## src/rtl/dp_fifos_pkg.sv

```systemverilog
// Shared types and default sizes for the FIFO write-side controller.
package dp_fifos_pkg;

   localparam int DefDataWidth     = 32;
   localparam int DefCountWidth    = 16;
   localparam int DefTimeoutCycles = 1023;

   // Controller states; encodings are fixed so they stay stable in debug dumps.
   localparam logic [2:0] StWaitRst  = 3'd0;
   localparam logic [2:0] StInRst    = 3'd1;
   localparam logic [2:0] StWaitDone = 3'd2;
   localparam logic [2:0] StRun      = 3'd3;
   localparam logic [2:0] StError    = 3'd4;

   typedef enum logic [2:0] {
      ST_WAIT_RST  = StWaitRst,
      ST_IN_RST    = StInRst,
      ST_WAIT_DONE = StWaitDone,
      ST_RUN       = StRun,
      ST_ERROR     = StError
   } state_e;

endpackage

```

## src/rtl/dp_fifos_skid_buf.sv

```systemverilog
// Two-entry in-order buffer between the upstream stream and the FIFO write port.
// Push and pop may happen together; flush empties it and wins over both.
module dp_fifos_skid_buf
   import dp_fifos_pkg::*;
#(
   parameter int DataWidth = DefDataWidth
) (
   input  logic                 clk_i,
   input  logic                 arst_n_i,
   input  logic                 push_i,
   input  logic [DataWidth-1:0] data_i,
   input  logic                 pop_i,
   input  logic                 flush_i,
   output logic [1:0]           entries_o,
   output logic [DataWidth-1:0] head_o
);

   logic [DataWidth-1:0] mem_q [2];
   logic [DataWidth-1:0] mem_d [2];
   logic                 rd_ptr_q, rd_ptr_d;
   logic                 wr_ptr_q, wr_ptr_d;
   logic [1:0]           cnt_q, cnt_d;

   // Next-state for storage, pointers and occupancy.
   always_comb begin
      mem_d    = mem_q;
      rd_ptr_d = rd_ptr_q;
      wr_ptr_d = wr_ptr_q;
      cnt_d    = cnt_q;
      if (flush_i) begin
         rd_ptr_d = 1'b0;
         wr_ptr_d = 1'b0;
         cnt_d    = 2'd0;
      end else begin
         if (push_i) begin
            mem_d[wr_ptr_q] = data_i;
            wr_ptr_d        = ~wr_ptr_q;
         end
         if (pop_i) begin
            rd_ptr_d = ~rd_ptr_q;
         end
         cnt_d = cnt_q + {1'b0, push_i} - {1'b0, pop_i};
      end
   end

   // Storage and pointer registers; storage resets to zero so the head reads 0.
   always_ff @(posedge clk_i or negedge arst_n_i) begin
      if (!arst_n_i) begin
         for (int i = 0; i < 2; i++) begin
            mem_q[i] <= '0;
         end
         rd_ptr_q <= 1'b0;
         wr_ptr_q <= 1'b0;
         cnt_q    <= 2'd0;
      end else begin
         mem_q    <= mem_d;
         rd_ptr_q <= rd_ptr_d;
         wr_ptr_q <= wr_ptr_d;
         cnt_q    <= cnt_d;
      end
   end

   assign entries_o = cnt_q;
   assign head_o    = mem_q[rd_ptr_q];

endmodule

```

## src/rtl/dp_fifos_wr_ctrl.sv

```systemverilog
// Write-side controller for the dual-port FIFO: gates the upstream stream into
// the FIFO only after a completed reset sequence, flushes on reset/SEE error,
// times out a missing reset-done, and counts written words.
module dp_fifos_wr_ctrl
   import dp_fifos_pkg::*;
#(
   parameter int DataWidth     = DefDataWidth,
   parameter int CountWidth    = DefCountWidth,
   parameter int TimeoutCycles = DefTimeoutCycles
) (
   input  logic                  clk_i,
   input  logic                  arst_n_i,
   input  logic                  fifo_rst_i,
   input  logic                  fifo_rst_done_i,
   input  logic                  seeerr_i,
   input  logic [DataWidth-1:0]  s_data_i,
   input  logic                  s_valid_i,
   output logic                  s_ready_o,
   output logic [DataWidth-1:0]  fifo_din_o,
   output logic                  fifo_wr_en_o,
   input  logic                  fifo_full_i,
   output logic [CountWidth-1:0] wr_count_o,
   output logic                  flushed_o,
   output logic                  timeout_err_o,
   output logic                  run_o
);

   localparam int TimerWidth = (TimeoutCycles > 2) ? $clog2(TimeoutCycles) : 1;
   localparam logic [TimerWidth-1:0] TimerLast = TimerWidth'(TimeoutCycles - 1);

   state_e                state_q, state_d;
   logic [TimerWidth-1:0] timer_q, timer_d;
   logic [CountWidth-1:0] count_q, count_d;
   logic                  tmo_q, tmo_d;
   logic                  flushed_q, flushed_d;

   logic [1:0]            entries;
   logic                  push;
   logic                  leave_run;

   assign run_o        = (state_q == ST_RUN);
   assign s_ready_o    = run_o & (entries != 2'd2);
   assign fifo_wr_en_o = run_o & (entries != 2'd0) & ~fifo_full_i;
   assign push         = s_valid_i & s_ready_o;
   assign leave_run    = run_o & (state_d != ST_RUN);

   dp_fifos_skid_buf #(
      .DataWidth (DataWidth)
   ) u_skid (
      .clk_i     (clk_i),
      .arst_n_i  (arst_n_i),
      .push_i    (push),
      .data_i    (s_data_i),
      .pop_i     (fifo_wr_en_o),
      .flush_i   (leave_run),
      .entries_o (entries),
      .head_o    (fifo_din_o)
   );

   // State transitions, WAIT_DONE timer and sticky timeout flag.
   always_comb begin
      state_d = state_q;
      timer_d = timer_q;
      tmo_d   = tmo_q;
      if (seeerr_i) begin
         state_d = ST_ERROR;
      end else if (fifo_rst_i && (state_q != ST_ERROR)) begin
         state_d = ST_IN_RST;
      end else begin
         case (state_q)
            ST_WAIT_RST: begin
               if (fifo_rst_i) state_d = ST_IN_RST;
            end
            ST_IN_RST: begin
               if (!fifo_rst_i) begin
                  state_d = ST_WAIT_DONE;
                  timer_d = '0;
               end
            end
            ST_WAIT_DONE: begin
               if (fifo_rst_done_i) begin
                  state_d = ST_RUN;
               end else if (timer_q == TimerLast) begin
                  state_d = ST_ERROR;
                  tmo_d   = 1'b1;
               end else begin
                  timer_d = timer_q + 1'b1;
               end
            end
            ST_RUN: begin
               state_d = ST_RUN;
            end
            ST_ERROR: begin
               if (fifo_rst_i) state_d = ST_IN_RST;
            end
            default: begin
               state_d = ST_ERROR;
            end
         endcase
      end
      if (state_d == ST_IN_RST) begin
         tmo_d = 1'b0;
      end
   end

   // Written-word counter: cleared on entry to RUN, saturates at all-ones.
   always_comb begin
      count_d = count_q;
      if ((state_q == ST_WAIT_DONE) && (state_d == ST_RUN)) begin
         count_d = '0;
      end else if (fifo_wr_en_o && (count_q != '1)) begin
         count_d = count_q + 1'b1;
      end
   end

   // Flag a discard only when words were actually sitting in the buffer.
   always_comb begin
      flushed_d = leave_run & (entries != 2'd0);
   end

   // Controller registers.
   always_ff @(posedge clk_i or negedge arst_n_i) begin
      if (!arst_n_i) begin
         state_q   <= ST_WAIT_RST;
         timer_q   <= '0;
         count_q   <= '0;
         tmo_q     <= 1'b0;
         flushed_q <= 1'b0;
      end else begin
         state_q   <= state_d;
         timer_q   <= timer_d;
         count_q   <= count_d;
         tmo_q     <= tmo_d;
         flushed_q <= flushed_d;
      end
   end

   assign wr_count_o    = count_q;
   assign flushed_o     = flushed_q;
   assign timeout_err_o = tmo_q;

endmodule

```

## config.mk

```make
export PLATFORM = sky130hd
export DESIGN_NAME = dp_fifos_wr_ctrl
export DESIGN_NICKNAME = d
export VERILOG_FILES = /design/src/rtl/dp_fifos_pkg.sv /design/src/rtl/dp_fifos_skid_buf.sv /design/src/rtl/dp_fifos_wr_ctrl.sv
export SDC_FILE = /design/constraint.sdc
export NUM_CORES = 1
export LEC_CHECK = 0
export BUFFER_PORTS_ARGS = -buffer_cell sky130_fd_sc_hd__buf_2
export CORE_AREA = 2 2 103 105
export CTS_BUF_LIST = sky130_fd_sc_hd__clkbuf_4
export CTS_CLUSTER_DIAMETER = 150
export CTS_CLUSTER_SIZE = 10
export DETAILED_ROUTE_END_ITERATION = 8
export DIE_AREA = 0 0 105 107
export MAX_ROUTING_LAYER = met4
export PLACE_DENSITY = 0.72
export SYNTH_ARGS = -nofsm -noshare
export SYNTH_HDL_FRONTEND = slang
export SYNTH_SLANG_ARGS = --single-unit
```

## constraint.sdc

```tcl
create_clock -name clk_i -period 4.19 [get_ports clk_i]
set_input_delay 0.2095 -clock clk_i [delete_from_list [all_inputs] [get_ports clk_i]]
set_output_delay 0.2095 -clock clk_i [all_outputs]
set_load 0.02 [all_outputs]
```

==> metrics.md <==
| Metric | Value |
|---|---|
| Comb pwr share | 0.084 |
| CTS tree | yes |
| Max VDD drop | 0.000149 V |
| Status | finished, final reports clean |
| Die area | 0.0112 mm2 |
| Routed Antenna Nets | 0 |
| Cell with the most instances after synthesis | dfrtp_1 |
| Pleak | 3.12 nW |
| Detail-routed via count per cell | 5.49 |
| Critical Path Sink | u_skid.mem_q[58] |
| Clock latency on the worst-skew pair | 0.45 ns |
| Top cells by area, synth | dfrtp_1 50%, mux2_2 15%, mux2_4 8.8% |
| Port Buffers | 91 |
| Worst Path Required | 4.52 ns |
| Sequential area share after synthesis | 0.501 |
| Final Net Count | 558 |
| Fin. max-slew vios | 0 |
| Worst R2R Setup Slack | 1.50 ns |
| Combinational family with the most area after synthesis | multiplexers |
| Sink Count | 99 |
| Longest Clk Path Bufs | 2 |
| FP Rows | 37 |
| Final setup vio count | 0 |
| Post-synthesis compound-gate area fraction | 0.0873 |
| H-tree Lvls | 3 |
| Syn Inst Count | 392 |
| Syn Nets | 436 |
| Commonest cells post-synth | 99 x dfrtp_1, 67 x mux2_2, 29 x mux2_4, 15 x inv_1, 15 x nand2_1 |
| Die height | 107 um |
| Crit. End Element | register |
| 1st-iter DRT viols | 144 |
| Final hold viol count | 0 |
| Vias in the first global route | 3637 |
| Syn avg cell area | 12.6 um2 |
| Initial antenna violation count | 0 |
| Crit path kind | register to register |
| Global route overflow | 0 |
| R2r endpoint | u_skid.mem_q[58] |
| Antenna diode count | 0 |
| Final WL | 10.4 mm |
| Top-area cell type share of the netlist area | 0.501 |
| Drc violations | 0 |
| Mapped cell area | 0.00494 mm2 |
| Largest net degree at the start of global routing | 63 |
| Max-cap violation count | 0 |
| Hold Crit Class | primary input to register |
| Post-Synth Simple-Gate Area | 0.110 |
| Pwr/cell area | 283 mW/mm2 |
| First-pass GRT wire length | 18.0 mm |
| Worst path slowest cell | or4_2 |
| Mux share of post-synthesis cell area | 0.253 |
| Register share of total power | 0.581 |
| Synth Area in Adders | 0.0127 |
| Worst setup path startpoint | state_q[2] |
| Fin crit share | 0.643 |
| RSZ-0062 raised after global routing | no |
| Worst-Margin Slew | 1.09 ns |
| Synth area leader | dfrtp_1 |
| Post-Layout Cell Count | 655 |
| Slew Limit Headroom | 0.276 |
| CTS Buf Count | 9 |
| Post-synth top flop | dfrtp_1 |
| FMAX | 371 MHz |
| Syn. warnings | 0 |
| Worst r2r path cells | 5 |
| TritonRoute pass-1 iters | 4 |
| Starting Density | 0.490 |
| WP depth | 5 |
| CP max stage delay | 1.16 ns |
| Reg2reg start | state_q[2] |
| Startpoint class of the critical path | register |
| Global Route Usage Sum | 0.207 |
| Placed Instances | 606 |
| Final min period | 2.69 ns |
| Count of cell types in the netlist | 54 |
| Clock Power Share | 0.335 |
| Post-synth EDFFs | 0 |
| Post-DR wirelength/cell | 15.9 um |
| Worst Path Buf+Inv | 1 |
| XOR/XNOR share of the synthesized area | 0.00532 |
| # Post-CTS Setup Buffers | 0 |
| CORE AREA | 0.0101 mm2 |
| Share of cells above drive strength 1 | 0.416 |
| Fin Clk Skew | 0.0165 ns |
| Internal power | 1.29 mW |
| Sw Ratio | 0.243 |
| Worst-path cell chain | nand3b_4 -> clkinv_2 -> nand3_2 -> or4_2 -> mux2_4 |
| Setup TNS | 0 ns |
| Crit Path Max Fanout | 33 |
| Chip Width | 105 um |
| Clock transition at path regs | 0.15 ns |
| Dpl hpwl | 6.89 mm |
| Cell family with most CP delay | simple AND/OR/NAND/NOR gates |
| Clock root buffer | clkbuf_4 |
| Async SR Flop Fraction | 1.00 |
| P_sw | 0.412 mW |
| Critical path data arrival time | 3.03 ns |
| Via Count | 3597 |
| RePlAce Congestion | 0.913 |
| Layout area overhead | 21.5% |
| Number of top-level pins | 92 |
| Yosys reg bits | 99 |
-- kinds of logic after synthesis --
logic type / after synthesis
muxes: 102
and+or+nand+nor: 89
AOI/OAI and AO/OA: 62
adders and majority gates: 5
DFF: 99
buffers and inverters: 32
xor gates and xnor gates: 3
-- layout make-up --
class	instances	area, um2
timing repair buffer	127	811
tap	136	170
inverter	16	61.3
sequential	99	2480
multi-input combinational	261	2320
clock buffer	9	67.6
clock inverter	7	97.6
fill	839	4090
-- power by group through the flow --
stage / clock network, mW / logic [mW] / registers [mW]
detailed placement: 0 / 0.119 / 1.00
CTS: 0.591 / 0.144 / 0.987
global route: 0.633 / 0.158 / 0.990
finish: 0.569 / 0.142 / 0.987
floorplan: 0 / 0.0612 / 1.00
global placement: 0 / 0.116 / 1.00
-- how the worst min path moves through the flow --
stage,from,to,slack [ns],cells past startpoint
2_1_floorplan,arst_n_i,flushed_o,-0.09,0
3_5_place_dp,arst_n_i,u_skid.mem_q[51],0.35,1
4_1_cts,seeerr_i,state_q[0],0.007,2
3_3_place_gp,arst_n_i,u_skid.mem_q[51],0.34,1
6_report,seeerr_i,state_q[0],0.04,2
5_1_grt,seeerr_i,state_q[0],0.04,2
-- metrics by stage --
stage,power (mW),setup WS [ns],util,hold slack [ns],cell area (um2)
after floorplan,1.06,2.02,-,-0.0861,4940
after global placement,1.12,1.57,0.546,0.342,5510
after detailed placement,1.12,1.52,0.546,0.348,5510
after CTS,1.72,1.49,0.595,0.00651,6010
after global routing,1.78,1.35,0.595,0.0361,6010
final,1.70,1.50,0.595,0.0442,6010
-- worst reg2reg max path: cells and delay by family (launching register included) --
family / cells / cell delay, ns
flops: 1 / 0.49
buf+inv: 1 / 0.10
mux: 1 / 0.49
simple gates: 3 / 1.50
-- routing by layer --
metal / routed length, um / part of all wire / vias to the layer above / GRT usage
li1: - / - / 1693 / -
met1: 4910 / 0.47 / 1788 / 0.273
met2: 4900 / 0.47 / 100 / 0.327
met3: 403 / 0.039 / 16 / 0.0359
met4: 165 / 0.016 / 0 / 0.0695
met5: 0 / 0 / - / -
-- sequential cells by signal (all words and copies together), names as in the netlist --
register and count:
flushed_o 1, state_q 3, timeout_err_o 1, timer_q 10
u_skid.entries_o 2, u_skid.mem_q 64, u_skid.rd_ptr_q 1, u_skid.wr_ptr_q 1
wr_count_o 16
-- timing repair --
action / CTS / global route
gates resized for setup: 0 / 0
hold buffers: 33 / 0
endpoints found under the setup margin: 0 / 0
hold endpoints to repair: 124 / 0
-- cell usage in the layout (no fill, tap or decap), types with 2 or more instances in the layout --
master	netlist	final
dfrtp_1	99	99
buf_2	7	90
mux2_2	67	67
dlygate4sd3_1	0	33
mux2_4	29	29
inv_1	15	15
nand2_1	15	15
a21oi_1	14	14
nand3_1	11	11
o31ai_1	11	11
or4_1	11	10
clkbuf_4	0	9
o21ai_0	7	7
nor3_1	7	7
mux2i_1	6	6
nor2_1	5	5
nand4_1	5	5
or3_1	5	5
ha_1	5	5
nand2b_1	4	4
and2_1	4	4
o211ai_1	4	4
and3_1	4	4
nor4_1	4	4
a21boi_0	4	4
buf_4	0	4
o31a_1	3	3
or2_2	3	3
inv_6	0	3
o2111ai_1	2	2
xnor2_1	2	2
nor3b_1	2	2
a31oi_1	2	2
a21boi_1	2	2
o21a_1	2	2
o211a_1	2	2
bufinv_16	0	2
(Power assumes the default switching activity.)
